[src/rtl/uart_tx.sv]
// UART transmitter: valid/ready byte intake into a one-entry holding register,
// start/8 data (LSB first)/optional parity/1-2 stop bits, CTS gating at frame
// boundaries so that frames can be sent back to back.
module uart_tx #(
  parameter int unsigned CLKS_PER_BIT = 2604,
  parameter int unsigned PARITY       = 0,
  parameter int unsigned STOP_BITS    = 1
) (
  input  logic       clk,
  input  logic       rst_n,
  input  logic [7:0] data_in,
  input  logic       valid,
  output logic       ready,
  input  logic       cts_n,
  output logic       tx,
  output logic       busy,
  output logic       tx_done
);

  localparam int unsigned BAUD_W = (CLKS_PER_BIT > 1) ? $clog2(CLKS_PER_BIT) : 1;
  localparam logic [BAUD_W-1:0] BAUD_LAST = BAUD_W'(CLKS_PER_BIT - 1);
  localparam logic [BAUD_W-1:0] BAUD_PRE  = BAUD_W'(CLKS_PER_BIT - 2);
  localparam logic [2:0]        STOP_LAST = 3'(STOP_BITS - 1);

  typedef enum logic [2:0] {
    IDLE,
    START,
    DATA,
    PAR,
    STOP
  } state_t;

  state_t            state;
  logic [BAUD_W-1:0] baud_cnt;
  logic [2:0]        bit_cnt;
  logic [7:0]        shifter;
  logic              par_bit;
  logic [7:0]        hold_data;
  logic              hold_full;
  logic              cts_meta;
  logic              cts_s;

  logic bit_end_c;
  logic last_stop_c;
  logic start_c;
  logic par_c;

  assign bit_end_c   = (baud_cnt == BAUD_LAST);
  assign last_stop_c = (state == STOP) && (bit_cnt == STOP_LAST);
  // A new frame may begin from idle or straight out of the final stop bit.
  assign start_c     = hold_full && !cts_s &&
                       ((state == IDLE) || (last_stop_c && bit_end_c));
  assign par_c       = (PARITY == 2) ? (^hold_data) : (~^hold_data);

  assign ready = ~hold_full;
  assign busy  = (state != IDLE) || hold_full;

  // Two-flop synchroniser for the asynchronous clear-to-send input.
  always_ff @(posedge clk) begin
    if (!rst_n) begin
      cts_meta <= 1'b1;
      cts_s    <= 1'b1;
    end else begin
      cts_meta <= cts_n;
      cts_s    <= cts_meta;
    end
  end

  // Holding register, frame sequencer and registered line/done outputs.
  always_ff @(posedge clk) begin
    if (!rst_n) begin
      state     <= IDLE;
      baud_cnt  <= '0;
      bit_cnt   <= '0;
      shifter   <= '0;
      par_bit   <= 1'b0;
      hold_data <= '0;
      hold_full <= 1'b0;
      tx        <= 1'b1;
      tx_done   <= 1'b0;
    end else begin
      // High during the final clock of the last stop bit.
      tx_done <= last_stop_c && (baud_cnt == BAUD_PRE);

      if (valid && !hold_full) begin
        hold_data <= data_in;
        hold_full <= 1'b1;
      end

      case (state)
        IDLE: begin
          tx       <= 1'b1;
          baud_cnt <= '0;
        end
        START: begin
          if (bit_end_c) begin
            baud_cnt <= '0;
            bit_cnt  <= '0;
            tx       <= shifter[0];
            state    <= DATA;
          end else begin
            baud_cnt <= baud_cnt + BAUD_W'(1);
          end
        end
        DATA: begin
          if (bit_end_c) begin
            baud_cnt <= '0;
            if (bit_cnt == 3'd7) begin
              bit_cnt <= '0;
              if (PARITY != 0) begin
                tx    <= par_bit;
                state <= PAR;
              end else begin
                tx    <= 1'b1;
                state <= STOP;
              end
            end else begin
              bit_cnt <= bit_cnt + 3'd1;
              shifter <= {1'b0, shifter[7:1]};
              tx      <= shifter[1];
            end
          end else begin
            baud_cnt <= baud_cnt + BAUD_W'(1);
          end
        end
        PAR: begin
          if (bit_end_c) begin
            baud_cnt <= '0;
            bit_cnt  <= '0;
            tx       <= 1'b1;
            state    <= STOP;
          end else begin
            baud_cnt <= baud_cnt + BAUD_W'(1);
          end
        end
        STOP: begin
          tx <= 1'b1;
          if (bit_end_c) begin
            baud_cnt <= '0;
            if (last_stop_c) begin
              bit_cnt <= '0;
              state   <= IDLE;
            end else begin
              bit_cnt <= bit_cnt + 3'd1;
            end
          end else begin
            baud_cnt <= baud_cnt + BAUD_W'(1);
          end
        end
        default: begin
          tx    <= 1'b1;
          state <= IDLE;
        end
      endcase

      // Transfer from the holding register overrides the idle/stop exit.
      if (start_c) begin
        shifter   <= hold_data;
        par_bit   <= par_c;
        hold_full <= 1'b0;
        baud_cnt  <= '0;
        bit_cnt   <= '0;
        tx        <= 1'b0;
        state     <= START;
      end
    end
  end

endmodule

[config.mk]
export PLATFORM = sky130hd
export DESIGN_NAME = uart_tx
export DESIGN_NICKNAME = d
export VERILOG_FILES = /design/src/rtl/uart_tx.sv
export SDC_FILE = /design/constraint.sdc
export NUM_CORES = 1
export LEC_CHECK = 0
export BUFFER_PORTS_ARGS = -buffer_cell sky130_fd_sc_hd__buf_2
export CAP_MARGIN = 20
export CORE_MARGIN = 2
export CORE_UTILIZATION = 61
export CTS_BUF_LIST = sky130_fd_sc_hd__clkbuf_2
export DETAILED_ROUTE_END_ITERATION = 12
export GPL_TIMING_DRIVEN = 0
export HOLD_SLACK_MARGIN = 0.08
export PLACE_DENSITY = 0.81
export SYNTH_ARGS = -nofsm -noshare
export SYNTH_HDL_FRONTEND = slang
export SYNTH_SLANG_ARGS = --single-unit
[constraint.sdc]
create_clock -name clk -period 2.8 [get_ports clk]
set_input_delay 0.56 -clock clk [delete_from_list [all_inputs] [get_ports clk]]
set_output_delay 0.56 -clock clk [all_outputs]
set_load 0.05 [all_outputs]
==> key figures, run 1 <==
Setup path
  – Type of origin of the critical path: register
  – CP top delay family: simple AND/OR/NAND/NOR gates
  – Buf/Inv on CP: 0
  – Worst EP required: 3.16 ns
  – Critical path fanouts, max: 9
  – Worst EP arrival: 2.80 ns
  – CP max-delay cell: or4b_4
  – Crit end category: register
  – Crit Path Class: register to register
  – CP cell instances: or4b_4, nor4_4, nand4_2, and3_1, o21a_1
  – Max incr delay on CP: 0.57 ns

Place
  – I/O Buffers: 15
  – Dpl hpwl: 2.90 mm
  – Dpl cells: 284
  – GPL Wtd Cong: 0.874

Power
  – PD cells: 433 nW/um^2
  – P_leak: 0.000854 uW
  – Max VDD drop: 488 uV

Clock network
  – Root buffer cell: clkbuf_2
  – CTS Buf Count: 5
  – Clock transition at path regs: 0.21 ns
  – Hold-fix buffers, CTS: 0
  – # clock sinks: 39
  – H-tree level count: 2
  – Skew-Pair Late Insertion Delay: 0.43 ns
  – Buffer count from post-CTS setup fixing: 0
  – Deepest clock path buffer count: 2
  – CTS tree: yes

Synthesis
  – Ys Warns: 0
  – Synth area leaders: dfxtp_1 (40%), mux2i_1 (7.7%), a21oi_1 (5.9%), o21ai_0 (3.6%), and3_1 (3.5%)
  – Mapped Cells: 225
  – Synth top area share: 39.9%
  – Avg Inst Size Synth: 8.70 sq um
  – Syn nets: 242
  – Post-Synthesis Cell Area: 1960 sq um
  – Distinct cells, synth: 43
  – Synthesized flop and latch total: 39
  – Seq/Total Area, Yosys: 39.9%
  – Post-synth top area cell: dfxtp_1

Floorplan
  – Die Area: 3680 sq um
  – Row cnt: 20
  – Core footprint: 3050 sq um
  – Die Width: 60.7 um
  – Starting Density: 64.1%
  – I/O pin cnt: 16
  – Die Y: 60.7 um

Run status
  – Status: completed

Final layout
  – P&R area growth vs syn: 9.01%
  – # fillers: 274
  – Multi-input logic area: 1080 sq um
  – # diodes: 0
  – FF/Latch Area: 781 sq um
  – Share of cells above drive strength 1: 14.1%
  – Cell Count, Final, Fillers Out: 292
  – Nets: 264

Global routing
  – Initial antenna violation count: 0
  – GR Util All Layers: 24.5%
  – Largest net degree at the start of global routing: 14
  – First-pass GRT wire length: 6.66 mm
  – Total global routing overflow: 0
  – Vias in the first global route: 1482

Timing
  – Relative slew margins: 60.7%
  – Final Hold Fails: 0
  – Clock Skews: 0.0151 ns
  – Highest Clock Rate: 0.409 GHz
  – Actual slew at the worst max-slew pin: 0.590 ns
  – Final Cycle Share: 87.4%
  – Unrepaired setup endpoints after global routing: no
  – Max Slew Vio Count: 0
  – # setup viols final: 0
  – Setup Total Neg Slack: 0 ns
  – Min cycle time layout: 2.45 ns

Routing
  – Pre-antenna DRT Iters: 4
  – Vias: 1707
  – Via/cell ratio: 5.85
  – Routed Antenna Nets: 0
  – DRT Wirelength: 4.11 mm
  – Drc violations: 0
  – 1st-iter DRT viols: 173
  – Avg WL per Cell: 14.1 um

Run
  – Maximum capacitance violations: 0

Hold path
  – HP Class: input pin to register
-- sequential cells by signal, summed over array words and instances, names as in the netlist, 3 cells and up --
name and count:
baud_cnt 12, hold_data 8, bit_cnt 3, state 3
shifter 8
-- routing by layer --
metal  vias up  track usage, %  wire [um]
met5         -               0          0
met4         0            7.45         54
met3         6            7.04        194
met2        36            36.7       1780
met1       804            34.3       2090
li1        861               -          -
-- cell families after synthesis --
logic type	share of synthesized area, %
fa+ha+maj	3.19
mux	7.67
flops	39.9
simple gates	24.3
compound gates	19.9
buf+inv	5.05
-- worst register-to-register path, stage by stage (launching register included) --
cell,delay (ns)
dfxtp_1,0.38
or4b_4,0.57
nor4_4,0.52
nand4_2,0.42
and3_1,0.33
o21a_1,0.16
-- cell usage after synthesis, drive strengths merged --
master	instances
or3	1
inv	10
o32a	1
mux2i	15
nand3b	2
a41oi	2
or4	3
o21a	1
o211ai	4
and4	1
or2	1
nand4	1
nand2	15
a31oi	2
o22ai	3
dfxtp	39
nand4bb	1
ha	5
a21boi	3
a31o	1
a21o	2
and3	12
or4b	1
nor3b	2
a211oi	1
o31ai	1
nor2b	9
o221a	1
clkbuf	13
nor4	3
nand3	3
o21ai	14
a32o	1
a21oi	23
nand2b	3
nor2	18
a311oi	3
and2	2
nor3	2
-- repair_timing --
item	4_1_cts	5_1_grt
endpoints found under the hold margin	0	0
gates resized for setup	0	2
endpoints found under the setup margin	0	2
-- worst paths after layout --
kind         slack [ns]                      end                      start  depth (start not counted)
min                0.29      cts_meta$_SDFF_PN1_                      cts_n                          2
min reg2reg        0.44         cts_s$_SDFF_PN1_        cts_meta$_SDFF_PN1_                          1
max reg2reg        0.35  shifter[7]$_SDFFE_PN0P_  baud_cnt[10]$_SDFFE_PP0P_                          5
max                0.35  shifter[7]$_SDFFE_PN0P_  baud_cnt[10]$_SDFFE_PP0P_                          5
-- where the power goes --
part | switching [uW] | internal, uW | total [uW]
sequential | 6.45 | 569 | 576
combinational | 48.7 | 31.0 | 79.7
clock | 208 | 59.8 | 268
total | 263 | 660 | 923
-- cell usage in the layout, fill, tap and decap left out, types with 3 or more instances in the layout --
cell type / count
dfxtp_1: 39
clkbuf_2: 8
buf_2: 15
a21oi_1: 23
nor2b_1: 9
ha_1: 5
nand2b_1: 3
o21ai_0: 14
nand3_1: 3
and3_1: 11
a21boi_0: 3
o211ai_1: 4
nand2_1: 15
clkbuf_1: 9
or4_1: 3
mux2i_1: 15
nor2_1: 18
a311oi_1: 3
inv_1: 10
o22ai_1: 3
-- area by class of cell --
cell class              instances  area share [%]
clock buffers                   5            1.17
inverters                      10            1.76
flip-flops and latches         39            36.6
multi-input cells             163            50.5
well taps                      44            2.58
clock inverters                 3           0.938
repair buffers                 15            3.52
plain buffers                  13            2.93
-- per-stage QoR --
stage | worst slack (ns) | cell area (sq um) | util [%] | hold WS, ns | power [uW]
after floorplan | 0.637 | 1960 | - | 0.386 | 642
after global placement | 0.364 | 2090 | 68.4 | 0.388 | 664
after detailed placement | 0.319 | 2090 | 68.4 | 0.397 | 667
after CTS | 0.285 | 2130 | 69.9 | 0.285 | 921
after global routing | 0.146 | 2130 | 69.9 | 0.272 | 952
final | 0.353 | 2130 | 69.9 | 0.292 | 923
Note: power is estimated with default switching activity, not from simulation.
==> inputs of run 2 (changes only) <==
--- a/config.mk
+++ b/config.mk
@@ -9,11 +9,12 @@
 export CAP_MARGIN = 20
 export CORE_MARGIN = 2
 export CORE_UTILIZATION = 61
-export CTS_BUF_LIST = sky130_fd_sc_hd__clkbuf_2
+export CTS_BUF_LIST = sky130_fd_sc_hd__clkbuf_8
 export DETAILED_ROUTE_END_ITERATION = 12
 export GPL_TIMING_DRIVEN = 0
 export HOLD_SLACK_MARGIN = 0.08
 export PLACE_DENSITY = 0.81
+export REMOVE_ABC_BUFFERS = 1
 export SYNTH_ARGS = -nofsm -noshare
 export SYNTH_HDL_FRONTEND = slang
 export SYNTH_SLANG_ARGS = --single-unit
==> run 2 against run 1 <==
Against the previous run: global-route usage is 2.1 points lower; count of clock-buffer cells in the layout is 1 higher; utilization is 0.082 points higher; clock skew is 0.010 ns lower; hold slack better by 0.14 ns; flip-flop and latch count stayed put; die area stayed put; largest cell class unchanged; critical path type unchanged.
==> key figures, run 2 (same netlist as run 1, synthesis figures left out) <==
Setup path
  – Critical R2R Launch: baud_cnt[10]$_SDFFE_PP0P_ (unchanged)
  – Crit end category: register (unchanged)
  – CP endpoint: shifter[7]$_SDFFE_PN0P_ (unchanged)
  – Reg2reg setup slack: 0.46 ns (was 0.35 ns)
  – Worst EP required: 2.99 ns (was 3.16 ns)
  – Critical path fanouts, max: 9 (unchanged)
  – Worst EP arrival: 2.53 ns (was 2.80 ns)
  – RR Endpoint: shifter[7]$_SDFFE_PN0P_ (unchanged)
  – Type of origin of the critical path: register (unchanged)
  – Depth of the worst register-to-register path: 5 (unchanged)
  – Crit Path Class: register to register (unchanged)
  – CP startpoint: baud_cnt[10]$_SDFFE_PP0P_ (unchanged)

Timing
  – Max Slew Vio Count: 0 (unchanged)
  – # setup viols final: 0 (unchanged)
  – Clock Skews: 0.00494 ns (was 0.0151 ns)
  – Highest Clock Rate: 0.427 GHz (was 0.409 GHz)
  – Min cycle time layout: 2.34 ns (was 2.45 ns)
  – Setup ws final: 0.458 ns (was 0.353 ns)
  – Actual slew at the worst max-slew pin: 0.868 ns (was 0.590 ns)
  – Final Cycle Share: 83.7% (was 87.4%)
  – Unrepaired setup endpoints after global routing: no (unchanged)
  – Final Hold Fails: 0 (unchanged)
  – Relative slew margins: 42.0% (was 60.7%)

Routing
  – Via/cell ratio: 5.81 (was 5.85)
  – Routed Antenna Nets: 0 (unchanged)
  – DRT Wirelength: 3.69 mm (was 4.11 mm)
  – Avg WL per Cell: 13.2 um (was 14.1 um)
  – Drc violations: 0 (unchanged)
  – 1st-iter DRT viols: 126 (was 173)
  – WL met1: 1.66 mm (was 2.09 mm)
  – Vias: 1627 (was 1707)
  – Pre-antenna DRT Iters: 4 (unchanged)
  – Met2 WL: 1.74 mm (was 1.78 mm)
  – Highest routed layer: met4 (unchanged)
  – Met3 WL: 246 um (was 194 um)

Power
  – PD cells: 490 nW/um^2 (was 433 nW/um^2)
  – PnR Total Power: 1050 uW (was 923 uW)
  – Internal Power: 796 uW (was 660 uW)
  – P_leak: 0.000846 uW (was 0.000854 uW)
  – Max VDD drop: 411 uV (was 488 uV)
  – Comb pwr share: 6.8% (was 8.6%)
  – Clock network power share: 38.3% (was 29.0%)
  – Sequential power share: 54.9% (was 62.4%)
  – Switching share of power: 24.0% (was 28.5%)
  – Psw: 251 uW (was 263 uW)

Global routing
  – Vias in the first global route: 1406 (was 1482)
  – Total global routing overflow: 0 (unchanged)
  – Largest net degree at the start of global routing: 24 (was 14)
  – First-pass GRT wire length: 6.15 mm (was 6.66 mm)
  – Initial antenna violation count: 0 (unchanged)
  – GR Util All Layers: 22.4% (was 24.5%)

Clock network
  – # clock sinks: 39 (unchanged)
  – CTS tree: yes (unchanged)
  – Root buffer cell: clkbuf_8 (was clkbuf_2)
  – Hold-fix buffers, CTS: 0 (unchanged)
  – CTS Buf Count: 5 (unchanged)
  – Skew-Pair Late Insertion Delay: 0.29 ns (was 0.43 ns)
  – H-tree level count: 2 (unchanged)
  – Deepest clock path buffer count: 2 (unchanged)
  – Clock transition at path regs: 0.08 ns (was 0.21 ns)

Final layout
  – P&R area growth vs syn: 9.14% (was 9.01%)
  – # diodes: 0 (unchanged)
  – Reg with most FFs: baud_cnt (unchanged)
  – Commonest non-fill, non-tap cell in the layout: dfxtp_1 (unchanged)
  – Top flop regs: baud_cnt x12, hold_data x8, shifter x8 (unchanged)
  – Share of cells above drive strength 1: 14.8% (was 14.1%)
  – Number of flip-flops in the largest register: 12 (unchanged)
  – Nets: 252 (was 264)
  – Most frequent cells in the layout: dfxtp_1 (39), a21oi_1 (22), nor2_1 (17) (was dfxtp_1 (39), a21oi_1 (23), nor2_1 (18))

Place
  – GPL Wtd Cong: 0.847 (was 0.874)
  – Placement Setup Slack: -0.0505 ns (was 0.319 ns)
  – Dpl hpwl: 2.50 mm (was 2.90 mm)
  – I/O Buffers: 15 (unchanged)

Floorplan
  – Die Width: 60.7 um (unchanged)
  – Die Area: 3680 sq um (unchanged)
  – Die Y: 60.7 um (unchanged)
  – I/O pin cnt: 16 (unchanged)
  – Row cnt: 20 (unchanged)
  – Starting Density: 64.1% (unchanged)
  – Core footprint: 3050 sq um (unchanged)

Hold path
  – HP Class: register to register (was input pin to register)

Run status
  – Status: completed (unchanged)

Run
  – Maximum capacitance violations: 0 (unchanged)
[run 2: power by group through the flow]
| stage | clock network, uW | registers, uW | logic (uW) |
|---|---|---|---|
| floorplan | 0 | 587 | 48.7 |
| global placement | 0 | 588 | 70.4 |
| detailed placement | 0 | 588 | 71.2 |
| CTS | 411 | 575 | 71.9 |
| global route | 435 | 577 | 78.7 |
| finish | 401 | 575 | 71.5 |
[run 2: layout make-up]
cell class	instances	area (sq um)
Inverter	10	37.5
Timing Repair Buffer	16	80.1
Clock inverter	2	16.3
Tap cell	44	55.1
Fill cell	272	916
Sequential cell	39	781
Multi-Input combinational cell	163	1080
Clock buffer	6	82.6
[run 2: worst min path at each step]
| stage | from | cells after the start | slack (ns) | end |
|---|---|---|---|---|
| finish | cts_meta$_SDFF_PN1_ | 1 | 0.43 | cts_s$_SDFF_PN1_ |
| global route | cts_n | 2 | 0.45 | cts_meta$_SDFF_PN1_ |
| CTS | cts_meta$_SDFF_PN1_ | 1 | 0.44 | cts_s$_SDFF_PN1_ |
| detailed placement | cts_meta$_SDFF_PN1_ | 1 | 0.42 | cts_s$_SDFF_PN1_ |
| global placement | cts_meta$_SDFF_PN1_ | 1 | 0.39 | cts_s$_SDFF_PN1_ |
| floorplan | cts_meta$_SDFF_PN1_ | 1 | 0.39 | cts_s$_SDFF_PN1_ |
[run 2: timing repair]
item                                    in CTS  in global routing
buffers inserted                             0                  0
resized for setup                            2                  1
endpoints found under the setup margin       3                  3
cloned                                       0                  0
[run 2: stage by stage]
| stage | instance area [sq um] | cells | util (%) | TNS (ns) | hold WS (ns) |
|---|---|---|---|---|---|
| 2_1_floorplan | 1900 | 212 | - | 0 | 0.386 |
| 3_3_place_gp | 2030 | 271 | 66.4 | -4.70 | 0.388 |
| 3_5_place_dp | 2030 | 272 | 66.6 | -0.0781 | 0.417 |
| 4_1_cts | 2140 | 280 | 70.0 | 0 | 0.437 |
| 5_1_grt | 2140 | 280 | 70.0 | 0 | 0.454 |
| 6_report | 2140 | 280 | 70.0 | 0 | 0.429 |
[run 2: per-layer routing]
layer / GRT usage (%) / vias to the layer above
li1: - / 832
met4: 6.83 / 0
met1: 28.4 / 726
met5: 0 / -
met2: 37.2 / 61
met3: 5.97 / 8
[run 2: worst max-delay path: stages, from the launching register on]
cell,delay (ns)
dfxtp_1,0.34
or4b_4,0.57
nor4_4,0.47
nand4_2,0.39
and3_1,0.32
o21a_1,0.16
